==> src/rtl/serial_mem_writer_pkg.sv <==
// Shared types and constants for the serial byte capture block.
package serial_mem_writer_pkg;

    localparam int unsigned DEPTH = 16;
    localparam int unsigned WIDTH = 8;
    localparam int unsigned AW    = 4;
    localparam int unsigned CW    = 3;

    localparam logic [WIDTH-1:0] PAT_EVEN = 8'hCC;
    localparam logic [WIDTH-1:0] PAT_ODD  = 8'hAA;
    localparam logic [CW-1:0]    LAST_BIT = CW'(WIDTH - 1);
    localparam logic [AW-1:0]    LAST_ADDR = AW'(DEPTH - 1);

    typedef enum logic [1:0] {
        IDLE  = 2'd0,
        SHIFT = 2'd1,
        DONE  = 2'd2
    } state_t;

    // Reference byte for the pattern check, selected by address parity.
    function automatic logic [WIDTH-1:0] expected_byte(input logic odd);
        return odd ? PAT_ODD : PAT_EVEN;
    endfunction

endpackage

==> src/rtl/serial_mem_writer_if.sv <==
// Control/data bundle between the capture block and its driver.
import serial_mem_writer_pkg::*;

interface serial_mem_writer_if;
    logic             START;
    logic             X;
    logic [AW-1:0]    RD_ADDR;
    logic [WIDTH-1:0] RD_DATA;
    logic [AW-1:0]    WR_ADDR;
    logic             BUSY;
    logic             BYTE_VALID;
    logic             G;
    logic             Z;

    modport master (
        output START, X, RD_ADDR,
        input  RD_DATA, WR_ADDR, BUSY, BYTE_VALID, G, Z
    );

    modport slave (
        input  START, X, RD_ADDR,
        output RD_DATA, WR_ADDR, BUSY, BYTE_VALID, G, Z
    );
endinterface

==> src/rtl/serial_mem_writer_mem.sv <==
// 16x8 storage: synchronous write, asynchronous read, never cleared.
module mem_16x8
    import serial_mem_writer_pkg::*;
(
    input  logic             clk,
    input  logic             we,
    input  logic [AW-1:0]    waddr,
    input  logic [WIDTH-1:0] wdata,
    input  logic [AW-1:0]    raddr,
    output logic [WIDTH-1:0] rdata
);

    logic [WIDTH-1:0] mem [DEPTH];

    // Write port; a same-cycle read sees the old value until this edge.
    always_ff @(posedge clk) begin
        if (we) begin
            mem[waddr] <= wdata;
        end
    end

    assign rdata = mem[raddr];

endmodule

==> src/rtl/serial_mem_writer.sv <==
// Captures 16 MSB-first serial bytes into a 16x8 store.
// Optional pattern check (Z flag) is compiled in by SERIAL_MEM_WRITER_PATCHK_EN.
module serial_mem_writer
    import serial_mem_writer_pkg::*;
(
    input  logic                CLK,
    input  logic                CLR,
    serial_mem_writer_if.slave  bus
);

    state_t           state_q, state_d;
    logic [AW-1:0]    wr_addr_q, wr_addr_d;
    logic [CW-1:0]    bit_cnt_q, bit_cnt_d;
    // Only the 7 bits preceding the current X ever reach memory.
    logic [WIDTH-2:0] shreg_q, shreg_d;
    logic             busy_q;
    logic             byte_valid_q, byte_valid_d;
    logic             g_q, g_d;
    logic             we_c;
    logic [WIDTH-1:0] wdata_c;
`ifdef SERIAL_MEM_WRITER_PATCHK_EN
    logic             z_q, z_d;
`endif

    // Next-state and datapath updates for the capture FSM.
    always_comb begin
        state_d      = state_q;
        wr_addr_d    = wr_addr_q;
        bit_cnt_d    = bit_cnt_q;
        shreg_d      = shreg_q;
        byte_valid_d = 1'b0;
        g_d          = g_q;
        we_c         = 1'b0;
        wdata_c      = {shreg_q, bus.X};
`ifdef SERIAL_MEM_WRITER_PATCHK_EN
        z_d          = z_q;
`endif
        case (state_q)
            IDLE, DONE: begin
                if (bus.START) begin
                    state_d   = SHIFT;
                    wr_addr_d = '0;
                    bit_cnt_d = '0;
                    shreg_d   = '0;
                    g_d       = 1'b0;
`ifdef SERIAL_MEM_WRITER_PATCHK_EN
                    z_d       = 1'b0;
`endif
                end
            end
            SHIFT: begin
                shreg_d   = {shreg_q[WIDTH-3:0], bus.X};
                bit_cnt_d = bit_cnt_q + CW'(1);
                if (bit_cnt_q == LAST_BIT) begin
                    we_c         = 1'b1;
                    byte_valid_d = 1'b1;
                    wr_addr_d    = wr_addr_q + AW'(1);
`ifdef SERIAL_MEM_WRITER_PATCHK_EN
                    z_d = z_q | (wdata_c != expected_byte(wr_addr_q[0]));
`endif
                    if (wr_addr_q == LAST_ADDR) begin
                        state_d = DONE;
                        g_d     = 1'b1;
                    end
                end
            end
            default: begin
                state_d = IDLE;
            end
        endcase
    end

    // State and registered outputs; CLR abandons any partial byte.
    always_ff @(posedge CLK or posedge CLR) begin
        if (CLR) begin
            state_q      <= IDLE;
            wr_addr_q    <= '0;
            bit_cnt_q    <= '0;
            shreg_q      <= '0;
            busy_q       <= 1'b0;
            byte_valid_q <= 1'b0;
            g_q          <= 1'b0;
`ifdef SERIAL_MEM_WRITER_PATCHK_EN
            z_q          <= 1'b0;
`endif
        end else begin
            state_q      <= state_d;
            wr_addr_q    <= wr_addr_d;
            bit_cnt_q    <= bit_cnt_d;
            shreg_q      <= shreg_d;
            busy_q       <= (state_d == SHIFT);
            byte_valid_q <= byte_valid_d;
            g_q          <= g_d;
`ifdef SERIAL_MEM_WRITER_PATCHK_EN
            z_q          <= z_d;
`endif
        end
    end

    mem_16x8 u_mem (
        .clk   (CLK),
        .we    (we_c),
        .waddr (wr_addr_q),
        .wdata (wdata_c),
        .raddr (bus.RD_ADDR),
        .rdata (bus.RD_DATA)
    );

    assign bus.WR_ADDR    = wr_addr_q;
    assign bus.BUSY       = busy_q;
    assign bus.BYTE_VALID = byte_valid_q;
    assign bus.G          = g_q;
`ifdef SERIAL_MEM_WRITER_PATCHK_EN
    assign bus.Z          = z_q;
`else
    assign bus.Z          = 1'b0;
`endif

endmodule
==> src/flat_wrapper.sv <==
// flat-port wrapper written by rule: the top's interface ports become plain ports
module serial_mem_writer_flat import serial_mem_writer_pkg::*;
  (CLK, CLR, bus_START, bus_X, bus_RD_ADDR, bus_RD_DATA, bus_WR_ADDR, bus_BUSY, bus_BYTE_VALID, bus_G, bus_Z);
  serial_mem_writer_if bus_i ();
  input  logic CLK;
  input  logic CLR;
  input wire logic [$bits(bus_i.START)-1:0] bus_START;
  input wire logic [$bits(bus_i.X)-1:0] bus_X;
  input wire logic [$bits(bus_i.RD_ADDR)-1:0] bus_RD_ADDR;
  output wire logic [$bits(bus_i.RD_DATA)-1:0] bus_RD_DATA;
  output wire logic [$bits(bus_i.WR_ADDR)-1:0] bus_WR_ADDR;
  output wire logic [$bits(bus_i.BUSY)-1:0] bus_BUSY;
  output wire logic [$bits(bus_i.BYTE_VALID)-1:0] bus_BYTE_VALID;
  output wire logic [$bits(bus_i.G)-1:0] bus_G;
  output wire logic [$bits(bus_i.Z)-1:0] bus_Z;
  assign bus_i.START = bus_START;
  assign bus_i.X = bus_X;
  assign bus_i.RD_ADDR = bus_RD_ADDR;
  assign bus_RD_DATA = bus_i.RD_DATA;
  assign bus_WR_ADDR = bus_i.WR_ADDR;
  assign bus_BUSY = bus_i.BUSY;
  assign bus_BYTE_VALID = bus_i.BYTE_VALID;
  assign bus_G = bus_i.G;
  assign bus_Z = bus_i.Z;
  serial_mem_writer u_core (.CLK(CLK), .CLR(CLR), .bus(bus_i));
endmodule
==> config.mk <==
export PLATFORM = sky130hd
export DESIGN_NAME = serial_mem_writer_flat
export DESIGN_NICKNAME = d
export VERILOG_FILES = /design/src/rtl/serial_mem_writer_pkg.sv /design/src/rtl/serial_mem_writer_if.sv /design/src/rtl/serial_mem_writer_mem.sv /design/src/rtl/serial_mem_writer.sv /design/src/flat_wrapper.sv
export SDC_FILE = /design/constraint.sdc
export NUM_CORES = 1
export LEC_CHECK = 0
export CAP_MARGIN = 20
export CORE_ASPECT_RATIO = 1.25
export CORE_MARGIN = 4
export CORE_UTILIZATION = 54
export DETAILED_ROUTE_END_ITERATION = 7
export GPL_ROUTABILITY_DRIVEN = 0
export PLACE_DENSITY = 0.86
export SLEW_MARGIN = 10
export SYNTH_ARGS = -nofsm -noshare
export SYNTH_HDL_FRONTEND = slang
export SYNTH_HIERARCHICAL = 1
export SYNTH_SLANG_ARGS = --single-unit
==> constraint.sdc <==
create_clock -name CLK -period 2.4 [get_ports CLK]
set_input_delay 0.36 -clock CLK [delete_from_list [all_inputs] [get_ports CLK]]
set_output_delay 0.36 -clock CLK [all_outputs]
set_load 0.02 [all_outputs]
---- Word level (Yosys, flattened, before mapping) ----
Memory sizes are Yosys's and may differ from the RTL's.
Index checks and enable logic that the tools add are counted.
storage, ports and cells
  memories kept ........................... 1
  bits of input ports ..................... 8
  output and inout bits ................... 16
  bits in writable memories ............... 128
  register bits ........................... 19
operators by class
  muxes and demuxes ....................... 19
  eq/ne operators ......................... 8
  reductions and logical operators ........ 6
  add/sub/neg operators ................... 2
memory list
  name              words  width  read ports  clocked after memory_dff  write ports  RTL line                     RTL
  u_core.u_mem.mem  16     8      1           0                         1            serial_mem_writer_mem.sv:13  logic [WIDTH-1:0] mem [DEPTH];
operator list
  operator               count
  $pmux W7 S2            1
  $mux W4                2
  $pmux W4 S2            1
  $mux W1                7
  $mux W7                1
  $mux W2                3
  $pmux W3 S2            1
  $add A4 B1 Y4 const B  1
  $eq A2 B1 Y1 const B   2
  $eq A4 B4 Y1 const B   1
  $ne A2 B1 Y1 const B   2
  $pmux W2 S2            1
  $reduce_and A4 Y1      1
  $add A3 B1 Y3 const B  1
  $eq A3 B3 Y1 const B   1
  $mux W3                1
  $reduce_and A3 Y1      1
  $eq A2 B2 Y1 const B   1
  $logic_not A2 Y1       1
  $ne A2 B2 Y1 const B   1
  $pmux W1 S2            1
  $reduce_and A2 Y1      1
  $reduce_bool A2 Y1     1
  $reduce_or A2 Y1       1

---- Depth between registers and ports, before layout ----
Gate-level depths: netlist of the first run.
  depth in word-level cells ............... 5
  depth in mapped cells ................... 5
  gate-level depth less buffers ........... 5

---- Cells and area by module ----
Netlist of the first run, hierarchy kept.
by module, submodules not included
  module             area an instance (sq um)  cells an instance  times used  sequential area each (sq um)
  mem_16x8           4987.3                    221                1           3843.7
  serial_mem_writer  859.6                     68                 1           475.5

---- Worst setup path before layout of the first run ----
Ideal clock, no wire load.
  kind .................................... reg-to-reg
  start ................................... register u_core.bit_cnt_q[1]
  end ..................................... memory u_core.u_mem.mem[0][0] (enable)
  library setup time ...................... 0.383 ns
  period minus slack after synthesis ...... 2.433 ns
  path buffers ............................ 0
  arrival ................................. 2.050 ns
  setup slack ............................. -0.033 ns
  stages on the path, launching flop included .. 6
  path through ............................ dfrtp_1 > ha_1 > ha_1 > and3b_1 > or3b_2 > nor3_1
between the ends
  word-level cells in the longest chain between the ends .. 5
ends and longest elaborated chain
  item                           RTL line                     RTL
  start: declaration             serial_mem_writer.sv:13      logic [CW-1:0] bit_cnt_q, bit_cnt_d;
  start signal: assignment       serial_mem_writer.sv:89      bit_cnt_q <= bit_cnt_d;
  $eq A3 B3 Y1                   serial_mem_writer.sv:54      if (bit_cnt_q == LAST_BIT) begin
  $mux W1 (2 in series)          -
  via u_core.byte_valid_d        serial_mem_writer.sv:17      logic byte_valid_q, byte_valid_d;
  $mux W1                        serial_mem_writer_mem.sv:17  if (we) begin
  $mux W1 (not written as such)  serial_mem_writer_mem.sv:18  mem[waddr] <= wdata;
  end: declaration               serial_mem_writer_mem.sv:13
The timed path passes the listed nets, and every way through them passes these cells.

---- Worst setup path after layout of the first run ----
  start ................................... memory u_core.u_mem.mem[1][5]
  end ..................................... output port bus_RD_DATA[5]
between the ends
  word-level cells in the longest chain between the ends .. 1
ends and longest elaborated chain
  item              RTL line            RTL
  $mem_v2 Z16 W8    -
  end: declaration  flat_wrapper.sv:10  output wire logic [$bits(bus_i.RD_DATA)-1:0] bus_RD_DATA;
Every way passes these cells.

==> results of run 1 <==
-- layout by cell type (no fill, tap or decap), types with 9 or more instances in the layout --
cell type        Yosys  layout
a22oi_1             16      13
a22o_1              10      10
mux4_2              18      18
clkbuf_16            0      17
mux4_1              14      14
edfxtp_1           128     128
clkdlybuf4s50_1      0      12
dfrtp_1             19      19
nor2_1              14      14
nand2_1             14      14
buf_4                2      28
dlygate4sd2_1        0       9
-- flip-flops by register name, summed over array words and instances (netlist names) --
name / cells
u_core/bit_cnt_q: 3
u_core/bus.BUSY: 1
u_core/bus.BYTE_VALID: 1
u_core/bus.G: 1
u_core/bus.WR_ADDR: 4
u_core/shreg_q: 7
u_core/state_q: 2
u_core/u_mem/mem: 128
-- area by class of cell --
class,count,area (µm²),share of cell area (%)
well taps,132,165,2.35
inverters,3,11.3,0.160
repair buffers,56,547,7.78
clock inverters,14,129,1.83
flip-flops and latches,147,4320,61.5
clock buffers,18,429,6.11
multi-input cells,126,1430,20.3
-- metrics by stage --
step | cells | total power, mW | utilization (%)
floorplan | 289 | 3.67 | -
global placement | 463 | 3.95 | 60.6
detailed placement | 463 | 4.01 | 60.6
CTS | 496 | 6.45 | 66.1
global route | 496 | 6.66 | 66.2
finish | 496 | 6.40 | 66.2
-- logic make-up (layout without fill, tap and decap cells) --
family          after synthesis  count (layout)  synth area share (%)
xor+xnor                      1               1                 0.150
mux                          39              39                  14.6
other cells                   1               1                0.0641
simple gates                 51              51                  4.62
compound gates               31              31                  3.98
flops                       147             147                  73.9
fa+ha+maj                     3               3                 0.642
buf+inv                      16              91                  2.08
-- worst max-delay path, cell delays in order (launching register included) --
cell and delay, ns:
edfxtp_1 0.36, mux4_1 0.54, a22oi_2 0.23, nand2_1 0.08
dlygate4sd2_1 0.33
-- power by group --
group / total (mW) / internal (mW) / switching [mW]
sequential: 3.27 / 3.02 / 0.245
clock: 2.44 / 1.44 / 1.01
combinational: 0.683 / 0.353 / 0.330
total: 6.40 / 4.81 / 1.58
-- worst min path at each step --
stage / from / endpoint / slack [ns]
2_1_floorplan: CLR / u_core/bit_cnt_q[0]$_DFFE_PP0P_ / 0.31
3_3_place_gp: u_core/bit_cnt_q[2]$_DFFE_PP0P_ / u_core/bit_cnt_q[2]$_DFFE_PP0P_ / 0.49
3_5_place_dp: u_core/bus.G$_DFFE_PP0P_ / u_core/bus.G$_DFFE_PP0P_ / 0.49
4_1_cts: CLR / u_core/shreg_q[6]$_DFFE_PP0P_ / 0.37
5_1_grt: CLR / u_core/bus.WR_ADDR[2]$_DFFE_PP0P_ / 0.44
6_report: CLR / u_core/bus.WR_ADDR[2]$_DFFE_PP0P_ / 0.37
-- routing by layer --
metal	up-vias	wire length [µm]	GRT usage, %
li1	1315	-	-
met3	13	755	5.04
met4	0	186	6.89
met1	1558	4500	26.2
met5	-	0	0
met2	104	6180	32.9
-- timing repair --
action | 4_1_cts | 5_1_grt
cloned | 1 | 0
setup endpoints to repair | 8 | 2
resized for setup | 10 | 2
==> key figures, run 1 <==
Synthesis
  – Top-area cell type share of the netlist area: between 60% and 70%
  – Largest cells by area after synthesis: edfxtp_1 (66%), dfrtp_1 (8.1%), mux4_2 (6.9%), mux4_1 (6.3%), a22oi_1 (2.1%)
  – Post-synth EDFFs: around 130
  – Synthesized flop and latch total: 147
  – Cell area after synthesis: approximately 5800 µm²
  – Commonest cells post-synth: edfxtp_1 (128), dfrtp_1 (19), mux4_2 (18)
  – Yosys top cell by area: edfxtp_1
  – Ys flop type: edfxtp_1
  – Most common cell in the synthesized netlist: edfxtp_1
  – Register area share after synthesis: 73.9%
  – Syn_nets: 300
  – Asr flop ratio synth: approximately an eighth
  – Synthesized instance count: about 290
  – Syn avg cell area: 20.2 µm²
  – Synth warn: 6
  – Synth cell types: 33

Drt
  – Routed Antenna Nets: 0
  – TritonRoute pass-1 iters: 4
  – Via count: roughly 3000
  – Routed vias/inst: roughly 6.0
  – Wire length per cell: between 20 and 25 µm
  – WL final: 11.6 mm
  – DRC violations left: 0
  – DRT iter0 DRCs: 271

Timing
  – Final setup viols: 0
  – RSZ-0062 raised after global routing: false
  – Hold slack: 0.370 ns
  – Slew headroom: 50.6%
  – Period utilization: 96.8%
  – Max Slew Vio Count: 0
  – Final Skew: 0.00638 ns
  – Final worst slack: 0.0776 ns
  – Final hold viol count: 0
  – Post-route minimum period: 2.32 ns
  – Fmax: 431 MHz
  – Worst-margin pin slew: about 0.74 ns
  – Setup TNS: 0 ns

Worst setup path
  – Worst r2r src: u_core/bit_cnt_q[1]$_DFFE_PP0P_
  – Worst EP arrival: about 2.0 ns
  – Critical Path Start: u_core/u_mem/mem[1][5]$_DFFE_PP_
  – Startpoint Class: register
  – Setup crit end kind: output pin
  – R2R Path End: u_core/u_mem/mem[0][0]$_DFFE_PP_
  – Reg2Reg Depth: 6
  – Worst R2R Setup Slack: approximately 0.25 ns
  – Critical Path RT: approximately 2.0 ns
  – WS Path Type: reg2out
  – Max FO, Critical Path: 1
  – Setup crit end: bus_RD_DATA[5]

Floorplanning
  – Core ar.: 10600 µm²
  – Cell Rows: 42
  – Die height: about 120 µm
  – Die X-Extent: 101 µm
  – Initial Util: 55.1%
  – Die Area: 12600 µm²
  – IO Pins: 24

Global route
  – First-pass GRT wire length: about 18 mm
  – Pin count of the biggest net entering global routing: 20
  – Initial antenna violation count: 0
  – GRT Total Usage: 20.1%
  – Total gr overflow: 0
  – Vias in the first global route: approximately 3200

Clock tree
  – Clock tree buffer depth: 2
  – Cts bufs inserted: 17
  – CTS tree: built
  – Max H-tree Level: 4
  – CTS Root Cell: clkbuf_16
  – # hold bufs at CTS: 0
  – Post-CTS Repair Setup Buffers: 0
  – TritonCTS Sinks: between 100 and 150
  – Clock slew at reported path FFs: roughly 0.060 ns
  – Worst-Skew Late Latency: around 0.41 ns

Finish
  – Filler Cell Count: 671
  – Share of layout cells above drive strength 1: 25.8%
  – # nets final: around 360
  – Final instance area: approximately 7000 µm²
  – Area Growth Syn to Fin: 20.2%
  – Antenna Cells: 0

Power and ir drop
  – Worst VDD drop: 567 µV
  – Leak: 2.52 nW
  – PwrDens: 910 nW/µm²

Run status
  – Outcome: completed

Placed design
  – Area post-placement: 6430 µm²
  – Place WS: -0.336 ns
  – Port bufs: 22
  – DP HPWL: approximately 7 mm

Min path
  – Worst Hold Class: in2async

Flow run
  – Number of max-cap violations: 0
Power figures use the tool's default switching activity.
==> run 2: changes to the inputs <==
--- a/config.mk
+++ b/config.mk
@@ -7,7 +7,6 @@
 export LEC_CHECK = 0
 export CAP_MARGIN = 20
 export CORE_ASPECT_RATIO = 1.25
-export CORE_MARGIN = 4
 export CORE_UTILIZATION = 54
 export DETAILED_ROUTE_END_ITERATION = 7
 export GPL_ROUTABILITY_DRIVEN = 0
==> key figures, run 2 (synthesis results as in run 1) <==
Worst setup path
  – Peak per-stage delay on the critical path: 0.55 ns
  – Worst EP arrival: 1.97 ns
  – Critical Path RT: 2.04 ns
  – Slowest cell on crit path: mux4_1
  – WS Path Type: reg2out
  – Startpoint Class: register
  – Setup crit end kind: output pin
  – Max FO, Critical Path: 1
  – Worst R2R Setup Slack: ~0.14 ns
  – CP Cell Sequence: mux4_1 > a22oi_1 > nand2_1 > dlygate4sd2_1

Timing
  – Final hold viol count: 0
  – RSZ-0062 raised after global routing: false
  – Worst-margin pin slew: 0.716 ns
  – Final Skew: 0.0112 ns
  – Slew headroom: between 50 and 60%
  – Setup TNS: 0 ns
  – Fmax: 429 MHz
  – Period utilization: 97.2%
  – Post-route minimum period: 2.33 ns
  – Final setup viols: 0
  – Max Slew Vio Count: 0
  – Final worst slack: 0.0681 ns

Placed design
  – Area post-placement: around 6400 µm²
  – Place WS: -0.327 ns
  – DP HPWL: between 7 and 8 mm
  – Port bufs: 22

Finish
  – Share of layout cells above drive strength 1: 26.4%
  – Antenna Cells: 0
  – # nets final: 365
  – Area Growth Syn to Fin: 20.2%
  – Commonest cells after routing, fill and taps aside: edfxtp_1 (128), buf_4 (33), dfrtp_1 (19)
  – Final instance area: 7030 µm²
  – Commonest non-fill, non-tap cell in the layout: edfxtp_1
  – Top reg by flops: u_core/u_mem/mem
  – Max FFs per register: 128

Clock tree
  – Clock slew at reported path FFs: 0.06 ns
  – Clock tree buffer depth: 2
  – CTS tree: built
  – Cts bufs inserted: 17
  – Worst-Skew Late Latency: 0.41 ns
  – TritonCTS Sinks: 147
  – CTS Root Cell: clkbuf_16
  – Max H-tree Level: 4

Global route
  – Total gr overflow: 0
  – Initial antenna violation count: 0
  – First-pass GRT wire length: 18.2 mm
  – Pin count of the biggest net entering global routing: 20
  – GRT Total Usage: around a quarter
  – Vias in the first global route: about 3100

Drt
  – Via count: 3107
  – WL final: 12.0 mm
  – Routed Antenna Nets: 0
  – DRC violations left: 0
  – Routed vias/inst: a little over 6
  – Wire length per cell: 24.1 µm
  – TritonRoute pass-1 iters: 5
  – DRT iter0 DRCs: 330

Power and ir drop
  – Leak: 2.52 nW
  – Worst VDD drop: 764 µV
  – Power Total: between 6 and 7 mW
  – PwrDens: a little over 900 nW/µm²

Min path
  – Worst Hold Class: in2async

Floorplanning
  – Initial Util: a little under three fifths
  – Core ar.: 10600 µm²
  – Die Area: 11300 µm²
  – Die height: 118 µm
  – Cell Rows: between 40 and 50
  – Die X-Extent: 95.1 µm
  – IO Pins: 24

Flow run
  – Number of max-cap violations: 0

Run status
  – Outcome: completed
run 2: worst max-delay path, delay by kind of cell, from the launching register on:
kind / cells / cell delay [ns]
DFF: 1 / 0.41
buffers and inverters: 1 / 0.32
and+or+nand+nor: 1 / 0.08
muxes: 1 / 0.55
AOI/OAI and AO/OA: 1 / 0.19
run 2: stage by stage:
step	cells	utilization [%]	hold WS [ns]
2_1_floorplan	289	-	0.311
3_3_place_gp	463	60.5	0.489
3_5_place_dp	463	60.5	0.488
4_1_cts	496	66.2	0.401
5_1_grt	499	66.5	0.453
6_report	499	66.5	0.381
run 2: layer usage:
layer  up-vias  part of all wire, %  global-route usage, %
met5         -                    0                      0
met3        25                  6.9                   8.49
met2       157                   51                   35.3
met1      1598                   40                   31.6
li1       1327                    -                      -
met4         0                  2.5                   10.0
run 2: path summary, 6_finish.rpt:
path	start	end	cells past startpoint
setup / recovery	u_core/u_mem/mem[4][2]$_DFFE_PP_	bus_RD_DATA[2]	4
setup reg to reg	u_core/bit_cnt_q[1]$_DFFE_PP0P_	u_core/u_mem/mem[6][4]$_DFFE_PP_	7
hold / removal	CLR	u_core/bit_cnt_q[1]$_DFFE_PP0P_	2
max in group asynchronous	CLR	u_core/shreg_q[6]$_DFFE_PP0P_	2
min in group CLK	u_core/bit_cnt_q[2]$_DFFE_PP0P_	u_core/bit_cnt_q[2]$_DFFE_PP0P_	1
hold reg to reg	u_core/bit_cnt_q[2]$_DFFE_PP0P_	u_core/bit_cnt_q[2]$_DFFE_PP0P_	1
run 2: report_power, final:
part           total (mW)  switching, mW  internal [mW]  leakage (nW)
Combinational       0.681          0.330          0.351         0.864
Sequential           3.27          0.246           3.02          1.39
Clock                2.52          0.998           1.53         0.267
Total                6.48           1.57           4.90          2.52
run 2: cell type report:
type                            count  area, µm²
Timing Repair Buffer               59        538
Fill cell                         638       3530
Clock buffer                       19        433
Tap cell                          132        165
Clock inverter                     13        135
Sequential cell                   147       4320
Multi-Input combinational cell    126       1430
Inverter                            3       11.3
run 2: what timing repair did:
action | in CTS | in global routing
pin swaps | 0 | 1
cloned | 1 | 0
buffers inserted | 0 | 3
gates resized for setup | 10 | 5
endpoints found under the setup margin | 8 | 7
hold buffers | 0 | 0
==> run 3: changes to the inputs <==
--- a/config.mk
+++ b/config.mk
@@ -5,12 +5,13 @@
 export SDC_FILE = /design/constraint.sdc
 export NUM_CORES = 1
 export LEC_CHECK = 0
+export ABC_AREA = 1
 export CAP_MARGIN = 20
 export CORE_ASPECT_RATIO = 1.25
-export CORE_UTILIZATION = 54
+export CORE_UTILIZATION = 55
 export DETAILED_ROUTE_END_ITERATION = 7
 export GPL_ROUTABILITY_DRIVEN = 0
-export PLACE_DENSITY = 0.86
+export PLACE_DENSITY = 0.87
 export SLEW_MARGIN = 10
 export SYNTH_ARGS = -nofsm -noshare
 export SYNTH_HDL_FRONTEND = slang
==> key figures, run 3 <==
Finish
  – Max FFs per register: between 100 and 150
  – Post-Layout Cell Count: 816
  – Share of layout cells above drive strength 1: roughly a tenth
  – Sequential Area: roughly 4300 µm²
  – Area Growth Syn to Fin: 15.9%
  – Antenna Cells: 0
  – Final instance area: around 7500 µm²
  – Commonest non-fill, non-tap cell in the layout: nand2_1
  – Multi-input combinational cell area: 1520 µm²
  – Top reg by flops: u_core/u_mem/mem
  – Commonest cells after routing, fill and taps aside: nand2_1 (186), edfxtp_1 (128), inv_1 (109)
  – Filler Cell Count: 775
  – # nets final: just under 700

Power and ir drop
  – Worst VDD drop: 487 µV
  – PwrDens: around 760 nW/µm²
  – Leak: 3.33 nW

Clock tree
  – CTS Root Cell: clkbuf_16
  – Worst-Skew Late Latency: 0.41 ns
  – Clock slew at reported path FFs: 0.06 ns
  – Post-CTS Repair Setup Buffers: 0
  – # hold bufs at CTS: 0
  – Cts bufs inserted: 17
  – TritonCTS Sinks: 147
  – Post-cts gate resize count: 8
  – CTS tree: built
  – Max H-tree Level: 4
  – Clock tree buffer depth: 2

Global route
  – Total gr overflow: 0
  – Initial antenna violation count: 0
  – Vias in the first global route: 4601
  – First-pass GRT wire length: 23.6 mm
  – Pin count of the biggest net entering global routing: 49
  – GRT Total Usage: 27.0%

Drt
  – Routed vias/inst: between 5 and 6
  – DRT iter0 DRCs: between 500 and 600
  – Routed Antenna Nets: 0
  – TritonRoute pass-1 iters: 6
  – Wire length per cell: 18.6 µm
  – Via count: 4721
  – WL final: roughly 15 mm
  – DRC violations left: 0

Placed design
  – DP HPWL: 9.65 mm
  – Port bufs: 22
  – Place WS: -0.112 ns
  – Area post-placement: 6890 µm²
  – Placed cell count: 784

Worst setup path
  – Startpoint Class: primary input
  – Worst R2R Setup Slack: 0.40 ns
  – Critical Path Start: bus_RD_ADDR[2]
  – Setup crit end kind: output pin
  – Critical Path RT: 2.04 ns
  – Worst r2r src: u_core/bit_cnt_q[0]$_DFFE_PP0P_
  – WS Path Type: in2out
  – Max FO, Critical Path: 16
  – Worst EP arrival: slightly below 2 ns

Synthesis
  – Synthesized instance count: 626
  – Asr flop ratio synth: 12.9%
  – Commonest cells post-synth: nand2_1 (186), edfxtp_1 (128), inv_1 (109)
  – Synthesized flop and latch total: 147
  – Post-synth EDFFs: 128
  – Register area share after synthesis: roughly 67%
  – Top-area cell type share of the netlist area: 59.6%
  – Yosys top cell by area: edfxtp_1
  – Syn_nets: between 600 and 700
  – Largest cells by area after synthesis: edfxtp_1 (60%), nand2_1 (11%), nand3_1 (8.3%), dfrtp_1 (7.4%), inv_1 (6.3%)
  – Synth warn: 6
  – Synth cell types: 25
  – Syn avg cell area: slightly above 10 µm²
  – Cell area after synthesis: 6450 µm²
  – Most common cell in the synthesized netlist: nand2_1
  – Ys flop type: edfxtp_1

Timing
  – RSZ-0062 raised after global routing: false
  – Post-route minimum period: 2.32 ns
  – Fmax: 430 MHz
  – Slew headroom: 49.0%
  – Worst-margin pin slew: 0.764 ns
  – Hold slack: 0.366 ns
  – Final worst slack: 0.0756 ns
  – Final Skew: 0.00667 ns
  – Final hold viol count: 0
  – Period utilization: 96.8%
  – Final setup viols: 0
  – Max Slew Vio Count: 0

Min path
  – Worst Hold Class: in2async

Floorplanning
  – Core ar.: between 10000 and 15000 µm²
  – Die X-Extent: 98.8 µm
  – Initial Util: 57.3%
  – Die height: 123 µm
  – Cell Rows: 43
  – Die Area: 12200 µm²
  – IO Pins: 24

Flow run
  – Number of max-cap violations: 0

Run status
  – Outcome: completed
## run 3: changes by cell type after synthesis, sizes merged, moves of 16 or more
cell	change
nand2	+174
buf	+16
mux4	-32
nand3	+107
a22oi	-16
inv	+110
## run 3: cells by family after synthesis
group / count (synthesis) / synth area share, %
compound gates: 13 / 1.22
flops: 147 / 67.0
simple gates: 322 / 21.5
xor+xnor: 1 / 0.136
fa+ha+maj: 3 / 0.582
other cells: 1 / 0.0582
buf+inv: 139 / 9.49
## run 3: metrics by stage
step | setup TNS [ns] | util [%] | total power [mW]
final | 0 | 66.5 | 5.70
after global placement | -0.382 | 61.2 | 3.15
after detailed placement | -0.535 | 61.2 | 3.17
after floorplan | 0 | - | 3.05
after CTS | 0 | 66.5 | 5.72
after global routing | 0 | 66.5 | 5.85
## run 3: cell type report
class,instances,area share [%]
Sequential cell,147,57.8
Multi-Input combinational cell,340,20.3
Clock buffer,27,7.58
Timing Repair Buffer,49,5.96
Inverter,113,5.71
Tap cell,135,2.26
Clock inverter,5,0.402
## run 3: final timing paths
check                                                    to  depth (start not counted)
max in group asynchronous     u_core/shreg_q[3]$_DFFE_PP0P_                          2
max reg2reg                u_core/u_mem/mem[3][5]$_DFFE_PP_                          7
min                         u_core/bit_cnt_q[2]$_DFFE_PP0P_                          2
min reg2reg                 u_core/bit_cnt_q[0]$_DFFE_PP0P_                          1
min in group CLK            u_core/bit_cnt_q[0]$_DFFE_PP0P_                          1
max                                          bus_RD_DATA[0]                          6
## run 3: worst max-delay path, stage by stage
cell	delay (ns)
clkdlybuf4s50_1	0.43
inv_1	0.42
nand3_1	0.22
nand3_1	0.12
nand2_1	0.08
dlygate4sd2_1	0.32
## run 3: power breakdown
| group | internal, mW | switching [mW] |
|---|---|---|
| logic | 0.0940 | 0.185 |
| clock network | 1.62 | 0.968 |
| registers | 2.79 | 0.0403 |
| total | 4.51 | 1.19 |
## run 3: routing by layer
metal	track usage, %	up-vias	share of wire (%)
met5	0	-	0
met4	15.6	0	4.6
met3	7.86	66	9.3
met2	43.5	315	48
met1	32.7	2237	38
li1	-	2103	-
